`src/rtl/mux8_rr_arbiter.sv`:
```
// Round-robin arbiter for the shared 8:1 mux: grants one requester at a time,
// drives the mux select, and bounds each tenure with an optional hold limit.
module mux8_rr_arbiter #(
  parameter int unsigned HOLD_MAX = 4
) (
  input  logic       clk,
  input  logic       rst,
  input  logic [7:0] req,
  input  logic       done,
  output logic [2:0] sel,
  output logic [7:0] grant,
  output logic       valid,
  output logic       timeout
);

  localparam logic ST_IDLE  = 1'b0;
  localparam logic ST_GRANT = 1'b1;
  localparam logic [7:0] HOLD_LIM = HOLD_MAX[7:0];

  logic       state_q, state_d;
  logic [2:0] ptr_q, ptr_d;
  logic [2:0] sel_q, sel_d;
  logic [7:0] hold_cnt_q, hold_cnt_d;
  logic [7:0] grant_q, grant_d;
  logic       valid_q, valid_d;

  logic       hold_hit;
  logic       rel_now;
  logic [2:0] next_ptr;
  logic [2:0] arb_ptr;
  logic [3:0] win;

  // Returns {found, index}; scanning downward lets the nearest-to-pointer hit win.
  function automatic logic [3:0] arbitrate(input logic [7:0] r, input logic [2:0] p);
    logic [3:0] res;
    logic [2:0] idx;
    res = 4'b0;
    for (int k = 7; k >= 0; k--) begin
      idx = p + 3'(k);
      if (r[idx]) res = {1'b1, idx};
    end
    return res;
  endfunction

  always_comb begin
    state_d    = state_q;
    ptr_d      = ptr_q;
    sel_d      = sel_q;
    hold_cnt_d = hold_cnt_q;
    grant_d    = grant_q;
    valid_d    = valid_q;

    hold_hit = (HOLD_LIM != 8'd0) && (hold_cnt_q == HOLD_LIM);
    rel_now  = done || !req[sel_q] || hold_hit;
    next_ptr = sel_q + 3'd1;
    // On release the former owner becomes lowest priority in the same-cycle re-arbitration.
    arb_ptr  = (state_q == ST_GRANT) ? next_ptr : ptr_q;
    win      = arbitrate(req, arb_ptr);
    timeout  = (state_q == ST_GRANT) && hold_hit && !done && req[sel_q];

    case (state_q)
      ST_IDLE: begin
        if (win[3]) begin
          state_d    = ST_GRANT;
          sel_d      = win[2:0];
          grant_d    = 8'b1 << win[2:0];
          valid_d    = 1'b1;
          hold_cnt_d = 8'd1;
        end
      end
      default: begin
        if (rel_now) begin
          ptr_d = next_ptr;
          if (win[3]) begin
            state_d    = ST_GRANT;
            sel_d      = win[2:0];
            grant_d    = 8'b1 << win[2:0];
            valid_d    = 1'b1;
            hold_cnt_d = 8'd1;
          end else begin
            state_d = ST_IDLE;
            grant_d = 8'b0;
            valid_d = 1'b0;
          end
        end else if (hold_cnt_q != 8'hFF) begin
          hold_cnt_d = hold_cnt_q + 8'd1;
        end
      end
    endcase
  end

  always_ff @(posedge clk) begin
    if (rst) begin
      state_q    <= ST_IDLE;
      ptr_q      <= 3'd0;
      sel_q      <= 3'd0;
      hold_cnt_q <= 8'd0;
      grant_q    <= 8'd0;
      valid_q    <= 1'b0;
    end else begin
      state_q    <= state_d;
      ptr_q      <= ptr_d;
      sel_q      <= sel_d;
      hold_cnt_q <= hold_cnt_d;
      grant_q    <= grant_d;
      valid_q    <= valid_d;
    end
  end

  assign sel   = sel_q;
  assign grant = grant_q;
  assign valid = valid_q;

endmodule
```
`config.mk`:
```
export PLATFORM = sky130hd
export DESIGN_NAME = mux8_rr_arbiter
export DESIGN_NICKNAME = d
export VERILOG_FILES = /design/src/rtl/mux8_rr_arbiter.sv
export SDC_FILE = /design/constraint.sdc
export NUM_CORES = 1
export LEC_CHECK = 0
export CORE_UTILIZATION = 45
export CTS_BUF_LIST = sky130_fd_sc_hd__clkbuf_16
export DETAILED_ROUTE_END_ITERATION = 10
export PLACE_DENSITY_LB_ADDON = 0.25
export SYNTH_ARGS = -nofsm -noshare
export SYNTH_HDL_FRONTEND = slang
export SYNTH_SLANG_ARGS = --single-unit
```
`constraint.sdc`:
```
create_clock -name clk -period 5.7 [get_ports clk]
set_input_delay 1.14 -clock clk [delete_from_list [all_inputs] [get_ports clk]]
set_output_delay 1.14 -clock clk [all_outputs]
set_load 0.1 [all_outputs]
```
# Word level (Yosys, flattened, before mapping)

Index checks and enable logic that the tools add are counted.
W data, S select, Z words.

Add/sub/neg operators: 9
Multipliers: 0
Div/mod/pow operators: 0
Order comparisons: 9
Equal/unequal tests: 4
Shift operators: 1
Multiplexer cells: 44
Bitwise logic cells: 0
Reduce and logical (&&, ||, !) cells: 10

Operators with widths:

| operator              | number |
|---|---|
| $mux W8               | 8 |
| $lt A3 B4 Y1 const B  | 9 |
| $mux W4               | 8 |
| $bmux W1 S3           | 9 |
| $mux W1               | 15 |
| $add A3 B3 Y3 const B | 4 |
| $mux W3               | 4 |
| $add A8 B1 Y8 const B | 1 |
| $eq A8 B3 Y1 const B  | 1 |
| $ne A8 B8 Y1 const B  | 1 |
| $shl A1 B3 Y8 const A | 1 |
| $add A3 B1 Y3 const B | 2 |
| $add A3 B2 Y3 const B | 2 |
| $reduce_and A2 Y1     | 2 |
| $logic_and A1 B1 Y1   | 3 |
| $ne A3 B1 Y1 const B  | 1 |
| $logic_not A1 Y1      | 2 |
| $logic_or A1 B1 Y1    | 2 |
| $ne A2 B1 Y1 const B  | 1 |
| $reduce_bool A2 Y1    | 1 |

Flip-flop bits (word level): 24
Latch bits: 0
Bits in writable memories: 0
Memory bits (read-only): 0
Bits of input ports: 11
Output and inout port bits: 13
Memories kept: 0

# Logic depth before layout (Yosys ltp)

Word-level depth: 17
Mapped depth: 16
Depth with buffers taken out: 13

# Worst setup path after synthesis

OpenSTA, ideal clock, no wires.

Path type: register to output
Start: register sel_q[0], in the netlist sel[0]
End: output timeout
Arrival: 4.755 ns
Data required time: 4.560 ns
Slack: -0.195 ns
Stages on the path, launching flop included: 5
Cells stage by stage: dfxtp_1 buf_2 mux4_2 mux2i_1 nor4b_1

Cells in the longest elaborated chain, start to end: 3

Ends and longest elaborated chain:

| item                          | line | text |
|---|---|---|
| start: declaration            | 22   | `logic [2:0] sel_q, sel_d;` |
| start signal: assignment      | 103  | `sel_q <= sel_d;` |
| $bmux W1 S3                   | 59   | `timeout = (state_q == ST_GRANT) && hold_hit && !done && req[sel_q];` |
| $mux W1 (implied by the code) | 59   |  |
| $logic_and A1 B1 Y1           | 59   |  |
| end: declaration              | 13   | `output logic timeout` |

Every way passes these cells. The select of a mux whose other input is x is not followed.

# Final worst setup path

Start: register state_q
End: register grant_q[4], in the netlist grant[4]

Cells in the longest elaborated chain, start to end: 16

Ends and longest elaborated chain:

| item                          | line   | text |
|---|---|---|
| start: declaration            | 20     | `logic state_q, state_d;` |
| start signal: assignment      | 101    | `state_q <= state_d;` |
| $mux W3                       | 57     | `arb_ptr = (state_q == ST_GRANT) ? next_ptr : ptr_q;` |
| $add A3 B3 Y3                 | 39     | `idx = p + 3'(k);` |
| $bmux W1 S3                   | 40     | `if (r[idx]) res = {1'b1, idx};` |
| $mux W1 (implied by the code) | 40     |  |
| $mux W4 (8 in a row)          | 40     |  |
| $shl A1 B3 Y8                 | 66, 77 |  |
| $mux W8                       | 74     | `if (win[3]) begin` |
| $mux W8                       | 72     | `if (rel_now) begin` |
| $mux W8                       | 61     | `case (state_q)` |
| end signal: assignment        | 105    | `grant_q <= grant_d;` |
| end: declaration              | 24     | `logic [7:0] grant_q, grant_d;` |

Several ways; a longest one is shown, not always the timed one. The select of a mux whose other input is x is not followed.
A chain may end at the register's enable or synchronous reset.

==> qor.txt <==
YOSYS
--------------------------------------------------------------------------------------
Post-synthesis net count                                                           311
Synth unique cells                                                                  59
Syn Std Cell Area                                                          0.00225 mm²
Number of storage elements in the synthesis netlist                                 24
Yosys warnings                                                                       0
Sequential area share after synthesis                                            0.214
Fraction of registers with async set/reset                                           0
Synthesized area divided by synthesized cell count                            7.63 µm²
Post-synth EDFFs                                                                     0
Fraction of post-synthesis cell area in the top cell type by area                0.214
Primary flip-flop cell chosen by synthesis mapping                        sky130_fd_sc_hd__dfxtp_1
Largest cells by area after synthesis                                     sky130_fd_sc_hd__dfxtp_1 21%, sky130_fd_sc_hd__nand3_1 6.7%, sky130_fd_sc_hd__a21oi_1 5.6%, sky130_fd_sc_hd__mux4_2 5.0%, sky130_fd_sc_hd__mux2i_1 4.9%
Cell taking the most area after synthesis                                 sky130_fd_sc_hd__dfxtp_1
Gate Count Post-Synth                                                              295

CTS
--------------------------------------------------------------------------------------
Total number of clock tree sinks                                                    24
Clock latency on the worst-skew pair                                           0.26 ns
Clock slew at the register clock pins of the worst setup and hold paths        0.06 ns
CTS tree                                                                         built
Buffers inserted during post-CTS setup optimization                                  0
Clock root buffer master                                                  sky130_fd_sc_hd__clkbuf_16
H-tree Lvls                                                                          1
TritonCTS buffer count                                                               3
Count of hold-fix buffers inserted at cts                                            0
Longest Clk Path Bufs                                                                2
Cells resized by post-CTS repair                                                     0

PLACE
--------------------------------------------------------------------------------------
Buffers on Ports                                                                    23
Final weighted congestion in routability-driven placement                         1.07
Number of cells in the design after placement                                      370
Worst setup slack before clock tree synthesis                                  1.27 ns
Final HPWL from detailed placement                                             4590 µm

WORST HOLD PATH
--------------------------------------------------------------------------------------
Path type of the worst min-delay path                                     flop to flop

CRITICAL PATH
--------------------------------------------------------------------------------------
Flop-to-flop setup slack                                                       1.19 ns
Path depth of the worst reg2reg path                                                13
Crit path max-delay cell type                                             sky130_fd_sc_hd__nor2b_1
Worst setup startpoint                                                         state_q
Terminus of the critical flop-to-flop path                                    grant[4]
Critical path, cell by cell                                               nor2b_1 > nor2_4 > clkinv_1 > ha_1 > inv_1 > a2111oi_0 > nor3_1 > o31ai_1 > a31o_2 > o221ai_1 > a2111o_1 > or2_1 > o2bb2ai_1
Data required time of the critical path                                        5.89 ns
Worst Path Max Fanout                                                               15
Critical path type                                                        flop to flop
Category of the worst setup path capture point                                    flop
RR Startpoint                                                                  state_q
Worst EP arrival                                                               4.70 ns
Critical path's largest stage delay                                            0.80 ns
Crit start category                                                               flop
Capture point of the worst path                                               grant[4]

GRT
--------------------------------------------------------------------------------------
Pin count of the biggest net entering global routing                                21
Overall Global Routing Usage                                                     0.248
Vias in the first global route                                                    2180
First-pass GRT wire length                                                    10300 µm
Overflow left after global routing                                                   0
Number of antenna violations at the first check in global routing                    0

POWER AND IR DROP
--------------------------------------------------------------------------------------
VDD IR-drop max                                                               0.334 mV
Sequential share of power                                                        0.162
Power share of the clock group                                                   0.136
Design internal power                                                           690 µW
Static Leakage                                                                0.961 nW
Comb pwr share                                                                   0.702
Total design power                                                             1.47 mW
Switching portion of total power                                                 0.532
Switching power total                                                           783 µW
Power per cell area                                                         567 mW/mm²

STA
--------------------------------------------------------------------------------------
Setup repair after global routing missed its margin                              false
Final sum of negative setup slack                                                 0 ns
Number of endpoints failing setup at the final stage                                 0
Peak clock frequency supported by timing                                       222 MHz
Slew at the pin closest to its max-slew limit                                 0.983 ns
Tmin final                                                                     4.51 ns
Final slew viol count                                                                0
Final setup slack of the worst path                                            1.19 ns
Worst rel slew slack                                                             0.343
Clock Skews                                                                 0.00238 ns
Final hold viol count                                                                0
Final Cycle Share                                                                0.792

RUN STATUS
--------------------------------------------------------------------------------------
Status                                                                    finished clean

ROUTING
--------------------------------------------------------------------------------------
Post-route antenna net violation count                                               0
Average wire per standard cell                                                 16.6 µm
TritonRoute pass-1 iters                                                             4
Total vias in the final route                                                     2412
Number of vias per cell                                                           6.45
Detailed Route WL                                                              6200 µm
First DRT Iteration DRCs                                                           171
Residual DRC count                                                                   0

FINAL LAYOUT
--------------------------------------------------------------------------------------
Fraction of layout cells with a size suffix above 1                             0.0749
Post-layout net count                                                              324
Number of filler instances in the final layout                                     451
Layout Area Growth over Synthesis                                                15.6%
Final standard cell utilization of the core                                      0.547
Antenna fix cells                                                                    0
Non-filler instance count after layout                                             374

FLOORPLAN
--------------------------------------------------------------------------------------
# rows                                                                              25
Die area                                                                   0.00529 mm²
Width of the chip                                                              72.7 µm
Starting Density                                                                 0.473
Floorplan core area                                                        0.00475 mm²
Overall die height                                                             72.7 µm
IO Pins                                                                             24

RUN
--------------------------------------------------------------------------------------
Max-cap violations                                                                   0

power groups by stage:
stage          sequential, mW  clock, mW  combinational, mW
3_3_place_gp            0.241          0               1.01
4_1_cts                 0.238      0.205               1.01
2_1_floorplan           0.434          0              0.616
5_1_grt                 0.243      0.211               1.10
3_5_place_dp            0.241          0               1.01
6_report                0.238      0.201               1.04
metrics by stage:
step	cell area, µm²	hold WS [ns]
finish	2600	0.459
detailed placement	2500	0.449
global placement	2500	0.446
floorplan	2260	0.455
CTS	2600	0.463
global route	2600	0.477
final cells by class:
class                      instances  area (µm²)  area share
timing repair buffer              24         235      0.0904
clock inverter                     1        30.0      0.0115
sequential                        24         480       0.185
tap                               67        83.8      0.0322
inverter                           8        30.0      0.0115
multi-input combinational        247        1670       0.641
clock buffer                       3        75.1      0.0289
worst max-delay path: cells and delay by family, from the launching register on:
kind                       cells  cell delay [ns]
AOI/OAI and AO/OA              6             1.73
and+or+nand+nor                4             1.27
DFF                            1             0.67
adders and majority gates      1             0.40
buffers and inverters          2             0.37
worst min path at each step:
stage / cells after the start / from / endpoint / slack [ns]
after floorplan: 2 / ptr_q[2] / ptr_q[2] / 0.46
after global placement: 2 / valid / valid / 0.45
after detailed placement: 1 / grant[7] / grant[7] / 0.45
after CTS: 2 / valid / valid / 0.46
after global routing: 1 / grant[5] / grant[5] / 0.48
final: 2 / valid / valid / 0.46
layer usage:
metal  part of all wire  global-route usage  vias up
met3              0.097              0.0442       18
met2               0.45               0.385      134
li1                   -                   -     1143
met4              0.021              0.0828        0
met1               0.44               0.347     1117
met5                  0                   0        -
cells by family after synthesis:
logic type | Yosys count | synth area share
buf+inv | 24 | 0.0484
simple gates | 122 | 0.275
mux | 17 | 0.104
compound gates | 96 | 0.300
fa+ha+maj | 5 | 0.0278
xor+xnor | 7 | 0.0306
flops | 24 | 0.214
cells in the mapped netlist (2+ instances only):
cell type,instances
sky130_fd_sc_hd__a2111o_1,2
sky130_fd_sc_hd__a211o_1,2
sky130_fd_sc_hd__a211oi_1,8
sky130_fd_sc_hd__a21o_1,5
sky130_fd_sc_hd__a21oi_1,25
sky130_fd_sc_hd__a221oi_1,2
sky130_fd_sc_hd__a22o_1,2
sky130_fd_sc_hd__a31o_2,2
sky130_fd_sc_hd__a31oi_1,4
sky130_fd_sc_hd__a32o_1,3
sky130_fd_sc_hd__and2_1,8
sky130_fd_sc_hd__and3_1,6
sky130_fd_sc_hd__buf_2,6
sky130_fd_sc_hd__buf_4,3
sky130_fd_sc_hd__clkbuf_1,7
sky130_fd_sc_hd__dfxtp_1,24
sky130_fd_sc_hd__ha_1,5
sky130_fd_sc_hd__inv_1,7
sky130_fd_sc_hd__mux2i_1,11
sky130_fd_sc_hd__mux4_2,5
sky130_fd_sc_hd__nand2_1,20
sky130_fd_sc_hd__nand2b_1,4
sky130_fd_sc_hd__nand3_1,30
sky130_fd_sc_hd__nand3b_1,3
sky130_fd_sc_hd__nand4_1,2
sky130_fd_sc_hd__nor2_1,27
sky130_fd_sc_hd__nor2b_1,5
sky130_fd_sc_hd__nor3_1,7
sky130_fd_sc_hd__nor4_1,2
sky130_fd_sc_hd__o21a_1,2
sky130_fd_sc_hd__o21ai_0,10
sky130_fd_sc_hd__o21ai_1,7
sky130_fd_sc_hd__o2bb2ai_1,5
sky130_fd_sc_hd__o31ai_1,3
sky130_fd_sc_hd__or3_1,2
sky130_fd_sc_hd__xnor2_1,6
cell usage in the layout (no fill, tap or decap), types with 2 or more instances in the layout:
master,synthesis,layout
sky130_fd_sc_hd__a21oi_1,25,25
sky130_fd_sc_hd__and3_1,6,6
sky130_fd_sc_hd__a221oi_1,2,2
sky130_fd_sc_hd__a21o_1,5,5
sky130_fd_sc_hd__nor4_1,2,2
sky130_fd_sc_hd__ha_1,5,5
sky130_fd_sc_hd__clkdlybuf4s50_1,0,22
sky130_fd_sc_hd__o21ai_1,7,7
sky130_fd_sc_hd__mux4_2,5,5
sky130_fd_sc_hd__nor2_1,27,27
sky130_fd_sc_hd__xnor2_1,6,6
sky130_fd_sc_hd__clkbuf_16,0,3
sky130_fd_sc_hd__a32o_1,3,3
sky130_fd_sc_hd__mux2i_1,11,11
sky130_fd_sc_hd__o21a_1,2,2
sky130_fd_sc_hd__nand2_1,20,20
sky130_fd_sc_hd__nand3b_1,3,3
sky130_fd_sc_hd__a22o_1,2,2
sky130_fd_sc_hd__buf_4,3,2
sky130_fd_sc_hd__inv_1,7,7
sky130_fd_sc_hd__o21ai_0,10,10
sky130_fd_sc_hd__nor3_1,7,7
sky130_fd_sc_hd__or3_1,2,2
sky130_fd_sc_hd__a31o_2,2,2
sky130_fd_sc_hd__a211oi_1,8,8
sky130_fd_sc_hd__dfxtp_1,24,24
sky130_fd_sc_hd__a31oi_1,4,4
sky130_fd_sc_hd__a211o_1,2,2
sky130_fd_sc_hd__a2111o_1,2,2
sky130_fd_sc_hd__nand4_1,2,2
sky130_fd_sc_hd__and2_1,8,8
sky130_fd_sc_hd__nor2b_1,5,5
sky130_fd_sc_hd__nand3_1,30,30
sky130_fd_sc_hd__nand2b_1,4,4
sky130_fd_sc_hd__o2bb2ai_1,5,5
sky130_fd_sc_hd__o31ai_1,3,3
flip-flops by register name, summed over array words and instances, names as in the netlist:
| register | count |
|---|---|
| hold_cnt_q | 8 |
| grant | 8 |
| ptr_q | 3 |
| state_q | 1 |
| valid | 1 |
| sel | 3 |
(Power assumes the default switching activity.)
